**config.mk**
```make
export PLATFORM = sky130hd
export DESIGN_NAME = alu_seq
export DESIGN_NICKNAME = d
export VERILOG_FILES = /design/src/rtl/alu_seq.sv
export SDC_FILE = /design/constraint.sdc
export NUM_CORES = 1
export LEC_CHECK = 0
export BUFFER_PORTS_ARGS = -buffer_cell sky130_fd_sc_hd__buf_2
export CAP_MARGIN = 20
export CORE_UTILIZATION = 47
export CTS_BUF_LIST = sky130_fd_sc_hd__clkbuf_4 sky130_fd_sc_hd__clkbuf_8
export CTS_CLUSTER_DIAMETER = 120
export DETAILED_ROUTE_END_ITERATION = 16
export PLACE_DENSITY_LB_ADDON = 0.08
export SKIP_LAST_GASP = 1
export SYNTH_ARGS = -nofsm -noshare
export SYNTH_HDL_FRONTEND = slang
export SYNTH_SLANG_ARGS = --single-unit
```
**constraint.sdc**
```tcl
create_clock -name clk -period 4.3 [get_ports clk]
set_input_delay 0.43 -clock clk [delete_from_list [all_inputs] [get_ports clk]]
set_output_delay 0.43 -clock clk [all_outputs]
set_load 0.05 [all_outputs]
```
**src/rtl/alu_seq.sv**
```systemverilog
// alu_seq: WIDTH-bit A/B-register ALU with handshaked issue, one-cycle
// add/and/or with operand inversion, multi-cycle shift-add multiply.
// Ports: clk, rst_n (sync, active-low), en (global enable),
//   din/load_a/load_b (operand loads), f[4:0] (function), in_valid/in_ready
//   (issue), y/out_valid (result), zero/negative/carry/overflow (flags).
// Optional feature macro: ALU_FLAGS_EN builds the flag registers and logic;
//   when undefined the flag outputs are tied to 0.
module alu_seq #(
  parameter int WIDTH = 8
) (
  input  logic             clk,
  input  logic             rst_n,
  input  logic             en,
  input  logic [WIDTH-1:0] din,
  input  logic             load_a,
  input  logic             load_b,
  input  logic [4:0]       f,
  input  logic             in_valid,
  output logic             in_ready,
  output logic [WIDTH-1:0] y,
  output logic             out_valid,
  output logic             zero,
  output logic             negative,
  output logic             carry,
  output logic             overflow
);

  localparam int CW = $clog2(WIDTH + 1);
`ifdef ALU_FLAGS_EN
  // full-width product needed for the multiply carry flag
  localparam int PW = 2 * WIDTH;
`else
  localparam int PW = WIDTH;
`endif

  typedef enum logic {
    S_IDLE,
    S_MUL
  } state_t;

  state_t r_state;
  state_t w_state_nxt;

  logic [WIDTH-1:0] r_a;
  logic [WIDTH-1:0] r_b;
  logic [WIDTH-1:0] r_y;
  logic             r_out_valid;
  logic [PW-1:0]    r_mcand;
  logic [WIDTH-1:0] r_mplier;
  logic [PW-1:0]    r_acc;
  logic [CW-1:0]    r_cnt;

  logic             w_issue;
  logic             w_mul_done;
  logic             w_wr;
  logic [WIDTH-1:0] w_a_op;
  logic [WIDTH-1:0] w_b_op;
  logic [WIDTH-1:0] w_logic;
  logic [WIDTH-1:0] w_res_1c;
  logic [WIDTH-1:0] w_res;
  logic [PW-1:0]    w_acc_nxt;
`ifdef ALU_FLAGS_EN
  logic [WIDTH:0]   w_sum;
`else
  logic [WIDTH-1:0] w_sum;
`endif

  assign in_ready = en & (r_state == S_IDLE);
  assign w_issue  = in_valid & in_ready;

  assign w_a_op = f[3] ? ~r_a : r_a;
  assign w_b_op = f[2] ? ~r_b : r_b;

`ifdef ALU_FLAGS_EN
  assign w_sum = {1'b0, w_a_op} + {1'b0, w_b_op}
               + {{WIDTH{1'b0}}, f[0]};
`else
  assign w_sum = w_a_op + w_b_op
               + {{(WIDTH-1){1'b0}}, f[0]};
`endif

  assign w_logic  = f[0] ? (w_a_op | w_b_op) : (w_a_op & w_b_op);
  assign w_res_1c = f[1] ? w_sum[WIDTH-1:0] : w_logic;

  // last step folds its partial product straight into the result
  assign w_acc_nxt  = r_acc + (r_mplier[0] ? r_mcand : '0);
  assign w_mul_done = en & (r_state == S_MUL)
                    & (r_cnt == CW'(WIDTH - 1));

  // issue needs IDLE, so the two writers never coincide
  assign w_wr  = (w_issue & ~f[4]) | w_mul_done;
  assign w_res = w_mul_done ? w_acc_nxt[WIDTH-1:0] : w_res_1c;

  always_comb begin
    w_state_nxt = r_state;
    unique case (r_state)
      S_IDLE: if (w_issue && f[4]) w_state_nxt = S_MUL;
      S_MUL:  if (w_mul_done)      w_state_nxt = S_IDLE;
    endcase
  end

  always_ff @(posedge clk) begin
    if (!rst_n) begin
      r_state     <= S_IDLE;
      r_a         <= '0;
      r_b         <= '0;
      r_y         <= '0;
      r_out_valid <= 1'b0;
      r_mcand     <= '0;
      r_mplier    <= '0;
      r_acc       <= '0;
      r_cnt       <= '0;
    end else begin
      // result strobe lasts exactly one cycle, even across en=0
      r_out_valid <= 1'b0;
      if (en) begin
        r_state <= w_state_nxt;
        if (r_state == S_IDLE) begin
          if (load_a) r_a <= din;
          if (load_b) r_b <= din;
        end
        if (w_issue && f[4]) begin
          r_mcand  <= PW'(w_a_op);
          r_mplier <= w_b_op;
          r_acc    <= '0;
          r_cnt    <= '0;
        end else if (r_state == S_MUL) begin
          r_acc    <= w_acc_nxt;
          r_mcand  <= r_mcand << 1;
          r_mplier <= r_mplier >> 1;
          r_cnt    <= w_mul_done ? '0 : r_cnt + CW'(1);
        end
        if (w_wr) begin
          r_y         <= w_res;
          r_out_valid <= 1'b1;
        end
      end
    end
  end

  assign y         = r_y;
  assign out_valid = r_out_valid;

`ifdef ALU_FLAGS_EN
  logic r_zero;
  logic r_neg;
  logic r_carry;
  logic r_ovf;
  logic w_c;
  logic w_v;
  logic w_ovf_add;

  // signed overflow: like-signed operands, result sign differs
  assign w_ovf_add = (w_a_op[WIDTH-1] == w_b_op[WIDTH-1])
                   & (w_sum[WIDTH-1] != w_a_op[WIDTH-1]);

  assign w_c = w_mul_done ? (|w_acc_nxt[PW-1:WIDTH])
             : (f[1] & w_sum[WIDTH]);
  assign w_v = ~w_mul_done & f[1] & w_ovf_add;

  always_ff @(posedge clk) begin
    if (!rst_n) begin
      r_zero  <= 1'b0;
      r_neg   <= 1'b0;
      r_carry <= 1'b0;
      r_ovf   <= 1'b0;
    end else if (en && w_wr) begin
      r_zero  <= (w_res == '0);
      r_neg   <= w_res[WIDTH-1];
      r_carry <= w_c;
      r_ovf   <= w_v;
    end
  end

  assign zero     = r_zero;
  assign negative = r_neg;
  assign carry    = r_carry;
  assign overflow = r_ovf;
`else
  assign zero     = 1'b0;
  assign negative = 1'b0;
  assign carry    = 1'b0;
  assign overflow = 1'b0;
`endif

endmodule

```
# ---- Word-level counts from Yosys, hierarchy flattened
# Index checks and enable logic that the tools add are counted.
dict set report word_totals {
  reg_bits 54
  out_inout_bits 14
  in_bits 19
}
dict set report op_classes {
  n_eq_ne 1
  n_reduce_logical 7
  bitwise 12
  add_sub_neg 4
  mux 19
}
# cell n
set op_table {}
lappend op_table {{$mux 8} 12}
lappend op_table {{$add 8x8->8} 2}
lappend op_table {{$not 8->8} 2}
lappend op_table {{$mux 4} 3}
lappend op_table {{$add 8x1->8} 1}
lappend op_table {{$and 8x8->8} 1}
lappend op_table {{$or 8x8->8} 1}
lappend op_table {{$reduce_and 2->1} 3}
lappend op_table {{$reduce_and 3->1} 2}
lappend op_table {{$and 1x1->1} 5}
lappend op_table {{$add 4x1->4 const B} 1}
lappend op_table {{$eq 4x3->1 const B} 1}
lappend op_table {{$mux 1} 3}
lappend op_table {{$not 1->1} 2}
lappend op_table {{$pmux 1 s2} 1}
lappend op_table {{$reduce_bool 2->1} 1}
lappend op_table {{$logic_and 1x1->1} 1}
lappend op_table {{$or 1x1->1} 1}

# ---- Depth between registers and ports, before layout
dict set report depth {
  depth_word 6
  depth_mapped 11
  depth_no_buf 10
}

# ---- Worst setup path before layout
# OpenSTA, ideal clock, no wires.
dict set report synth_path {
  kind {input to register}
  startpoint {input port f[2]}
  endpoint {register r_y[6], in the netlist y[6]}
  setup_ns 0.132
  arrival_time_ns 2.115
  slack_ns 2.053
  stages 10
  cell_sequence {buf_6 > xnor2_1 > fa_1 > inv_1 > ha_1 > a21oi_1 > o21ai_1 > a31oi_1 > mux2i_1 > o211ai_1}
}
dict set report synth_between {
  elab_chain_len 5
  word_cells_on_any_way 8
  cone_classes {2 x add/sub; 4 x mux; 2 x bitwise}
}
# element line
set synth_lines {}
lappend synth_lines {{from (decl)} 17} ;# input logic [4:0] f,
lappend synth_lines {{$mux 8 *} 72} ;# assign w_b_op = f[2] ? ~r_b : r_b;
lappend synth_lines {{$add 8x8->8, or another cell as far along} 78} ;# assign w_sum = w_a_op + w_b_op
lappend synth_lines {{$add 8x1->8 or $mux 8 (tied branches)} {79, 82}}
lappend synth_lines {{$mux 8 *} 83} ;# assign w_res_1c = f[1] ? w_sum[WIDTH-1:0] : w_logic;
lappend synth_lines {{$mux 8 *} 92} ;# assign w_res = w_mul_done ? w_acc_nxt[WIDTH-1:0] : w_res_1c;
lappend synth_lines {{to (signal assigned)} 134} ;# r_y <= w_res;
lappend synth_lines {{to (decl)} 46} ;# logic [WIDTH-1:0] r_y;
# Every way passes the cells marked *; elsewhere a longest branch is shown, timed or not.
# A chain may end at the register's enable or synchronous reset.

# ---- Worst setup path after layout
dict set report layout_path {
  startpoint {register r_mplier[0]}
  endpoint {register r_acc[6]}
}
dict set report layout_between {
  elab_chain_len 4
}
# element line
set layout_lines {}
lappend layout_lines {{from (decl)} 49} ;# logic [WIDTH-1:0] r_mplier;
lappend layout_lines {{from (signal assigned)} 124} ;# r_mplier <= w_b_op;
lappend layout_lines {{from (signal assigned)} 130} ;# r_mplier <= r_mplier >> 1;
lappend layout_lines {{$mux 8} 86} ;# assign w_acc_nxt = r_acc + (r_mplier[0] ? r_mcand : '0);
lappend layout_lines {{$add 8x8->8} 86}
lappend layout_lines {{$mux 8} 127} ;# end else if (r_state == S_MUL) begin
lappend layout_lines {{$mux 8} 122} ;# if (w_issue && f[4]) begin
lappend layout_lines {{to (signal assigned)} 128} ;# r_acc <= w_acc_nxt;
lappend layout_lines {{to (decl)} 50} ;# logic [PW-1:0] r_acc;
# Every way passes these cells. The select of a mux whose other input is x is not followed.

==> results.env <==
MAXIMUM_NUMBER_OF_PINS_ON_ONE_NET_BEFORE_GLOBAL_ROUTE_REPAIR=42
DRCVIOLATIONCOUNT=0
POSTSYNTHAREAPERCELL_UM2=7.98
CLOCK_SINK_COUNT=54
POST_SYNTH_FA_HA_MAJ_AREA_FRACTION_PCT=8.85
SYNTH_AREA_IN_COMPOUND_GATES_PCT=21.4
YOSYSWARNINGS=0
TRACK_USAGE_PCT=23.8
CTSROOTBUFFERMASTER='clkbuf_8'
INITIAL_CORE_UTIL_PCT=48.7
GLOBAL_ROUTE_WIRE_LENGTH_BEFORE_REPAIR_MM=14.2
ANTENNA_VIOLATIONS_BEFORE_REPAIR=0
POST-CTS-SETUP-BUFFERS=0
TOTAL_POWER_mW=1.18
HOLD_PATH_STARTPOINT='din[7]'
CTS_HOLD_BUF=0
R2R_CELLS=9
RUN_STATUS='finished, final reports clean'
P_PER_AREA_nW_PER_UM2=313
FINALSETUPVIOLATIONS=0
POST_SYNTH_AND_OR_NAND_NOR_AREA_FRACTION_PCT=21.4
DP_HPWL_MM=6.31
FINAL_NETS=496
TRITONCTS.NUM_BUFFERS=5
TIMING.HOLD.WORST_PATH_DEPTH=3
FINAL.MIN_CLOCK_PERIOD_PS=2450
DRT-INITIAL-DRC-COUNT=148
TOTALNEGATIVESETUPSLACK_PS=0
POSTSYNTH.ASYNCRESETSHARE_PCT=0
SYN_AREA_UM2=3530
TIMING.CRITICAL_PATH.FANOUT_MAX=9
HTREE_NUM_LEVELS=2
SYNTH_SEQ_CELLS=54
SETUP_REPAIR_AFTER_GLOBAL_ROUTING_MISSED_ITS_MARGIN='false'
PLACEABLE_CORE_REGION_UM2=7250
SETUP.WORST_PATH.CLASS='reg2reg'
SYNTH_CELLS=443
DETAIL-ROUTE-ANTENNA-NETS=0
YOSYSUNIQUECELLTYPES=53
DETAIL_ROUTE.WL_PER_CELL_UM=15.4
START_KIND='register'
TOTAL_DIE_AREA_UM2=7870
MAX_SLEW.WORST_PIN.SLEW_PS=771
MAX-CLOCK-PATH-BUFFERS=2
ANTENNA-DIODE-COUNT=0
SYNTH-EDFF-COUNT=0
TIMING.SLEW.HEADROOM_PCT=48.4
DETAILEDROUTE.FIRSTPASSITERATIONCOUNT=5
WORST-ENDPOINT-REQUIRED_PS=4520
HOLD_VIOLATIONS_FINAL=0
TIMING.MAX_CAP.VIOLATIONS=0
AREA_DELTA_SYNTH_FINAL_PCT=6.66
VDD_IR_DROP_MAX_mV=0.179
VIAS=3110
GP_CONGESTION=0.838
POWER.LEAKAGE_nW=1.52
MOSTFREQUENTLAYOUTCELLS='54 x dfxtp_1, 44 x nand2_1, 39 x nor2_1'
POST_ROUTE_CELLS_DRIVE_ABOVE_1_SHARE_PCT=10.1
MOSTFREQUENTLAYOUTCELL='dfxtp_1'
FIRST_GLOBAL_VIAS=2860
FLOORPLAN.DIE.WIDTH_UM=88.7
SYNTHXORXNORAREAFRAC_PCT=8.07
NUM_IO_PINS=33
FLOORPLAN_DIE_HEIGHT_UM=88.7
DRT_WL_TOTAL_MM=8.56
HOLDCRITPATHCLASS='in2reg'
CLK_LATENCY_PS=320
POST_CTS_RESIZED=0
R2R-START='r_mplier[0]$_SDFFE_PN0P_'
SYNTH_MUX_AREA_SHARE_PCT=1.77
WORST_HOLD_ENDPOINT='r_b[7]$_SDFFE_PN0P_'
FINAL-MAX-SLEW-VIOLATION-COUNT=0
PART_OF_THE_YOSYS_AREA_USED_FOR_SEQUENTIAL_ELEMENTS_PCT=30.6
FINCLKSKEW_PS=11.5
SYNTHFLOPTYPE='dfxtp_1'
SYNTH_TOP_FAMILY_BY_AREA='compound AO/OA/AOI/OAI gates'
TIMING.FMAX_MHz=408
TRITONCTS='built'
WORST-R2R-SETUP-SLACK_PS=1850
CLK_TRANSITION_REPORTED_PATHS_PS=110
AVGVIACOUNTPERCELL=5.61
TIMING.CRITICAL_PATH.TO_TYPE='register'
PORT_BUFFERS=28
CORE.ROWCOUNT=31
PERIOD_UTILIZATION_POST_ROUTE_PCT=57.0
GRT_REMAINING_OVERFLOW=0
CRITICAL_PATH.REG2REG.ENDPOINT='r_acc[6]$_SDFFE_PN0P_'
CP.ARRIVAL_PS=2670
## cell usage after synthesis, types with 2 or more instances
library cell  number  area [µm²]
o21ai_1            4        20.0
a21boi_0          11        82.6
o211ai_1           4        30.0
buf_4              6        45.0
xor2_2             3        48.8
buf_8              2        30.0
nor3_1             4        20.0
o221ai_1           7        61.3
dfxtp_1           54        1080
nor3b_1            4        30.0
nand3_1           33         165
buf_6              3        33.8
a21boi_1           5        37.5
a21oi_1           30         150
nor2b_1            4        25.0
nor4_1             4        25.0
nor2_1            39         146
and3_1             2        12.5
fa_1               2        40.0
inv_1             22        82.6
a21o_1             3        22.5
buf_2              3        15.0
xnor2_1           17         149
and2_1            11        68.8
o31ai_1            3        22.5
ha_1              21         263
buf_1              2        7.51
a311oi_1           3        26.3
a211oi_1          13        97.6
mux2i_1            4        40.0
o2111a_1           2        22.5
nand4_1            2        12.5
clkbuf_1          15        56.3
nand2_1           44         165
nand3b_1           4        30.0
o2111ai_1          3        26.3
xor2_1            10        87.6
a31oi_1            5        31.3
or3_1              4        25.0
o21ai_0           18        90.1
## routing by layer
| layer | vias to the layer above | wire length, µm | GRT usage [%] |
|---|---|---|---|
| met5 | - | 0 | 0 |
| met4 | 0 | 180 | 8.21 |
| met3 | 12 | 403 | 3.64 |
| met2 | 83 | 3950 | 38.5 |
| met1 | 1451 | 4020 | 32.3 |
| li1 | 1564 | - | - |
## cells by family after synthesis
logic type / after synthesis
AO/OA/AOI/OAI: 115
buffers and inverters: 54
adder cells (fa/ha/maj): 24
XOR/XNOR: 30
multiplexers: 6
other: 1
flip-flops: 54
AND/OR/NAND/NOR: 159
## how the worst max path moves through the flow
stage | start | to | depth (start not counted)
2_1_floorplan | f[2] | y[6]$_SDFFE_PN0P_ | 10
5_1_grt | r_mplier[0]$_SDFFE_PN0P_ | r_acc[6]$_SDFFE_PN0P_ | 9
6_report | r_mplier[0]$_SDFFE_PN0P_ | r_acc[6]$_SDFFE_PN0P_ | 9
4_1_cts | r_mplier[0]$_SDFFE_PN0P_ | r_acc[6]$_SDFFE_PN0P_ | 9
3_3_place_gp | f[2] | y[6]$_SDFFE_PN0P_ | 10
3_5_place_dp | f[2] | y[6]$_SDFFE_PN0P_ | 10
## report_power, final
group / leakage, nW / internal (mW) / switching, mW
sequential: 0.440 / 0.523 / 0.0191
combinational: 1.03 / 0.0956 / 0.174
clock: 0.0563 / 0.178 / 0.189
total: 1.52 / 0.797 / 0.383
## state kept, by name, indices dropped and copies added, names as in the netlist
signal	count
out_valid	1
r_a	8
r_acc	8
r_b	8
r_cnt	4
r_mcand	8
r_mplier	8
r_state	1
y	8
## area by class of cell
cell class	count	area (µm²)
fillers	749	3480
multi-input cells	338	2190
flip-flops and latches	54	1080
repair buffers	32	170
well taps	99	124
inverters	23	86.3
clock buffers	5	68.8
clock inverters	3	48.8
## stage by stage
step                std cells  utilization (%)  instance area [µm²]  setup WS (ps)  hold slack (ps)
floorplan                 446                -                 3540           2050              435
global placement          546             50.3                 3650           1570              448
detailed placement        546             50.3                 3650           1550              459
CTS                       554             52.0                 3770           1840              359
global route              554             52.0                 3770           1650              360
finish                    554             52.0                 3770           1850              363
## worst max-delay path, cell delays in order (launching register included)
cell      delay [ps]
dfxtp_1          390
and2_1           180
ha_1             210
fa_1             400
a21o_1           180
a21oi_1          260
nor2_1            70
a311oi_1         390
o21ai_0          120
and2_1           160
Note: power is estimated with default switching activity, not from simulation.
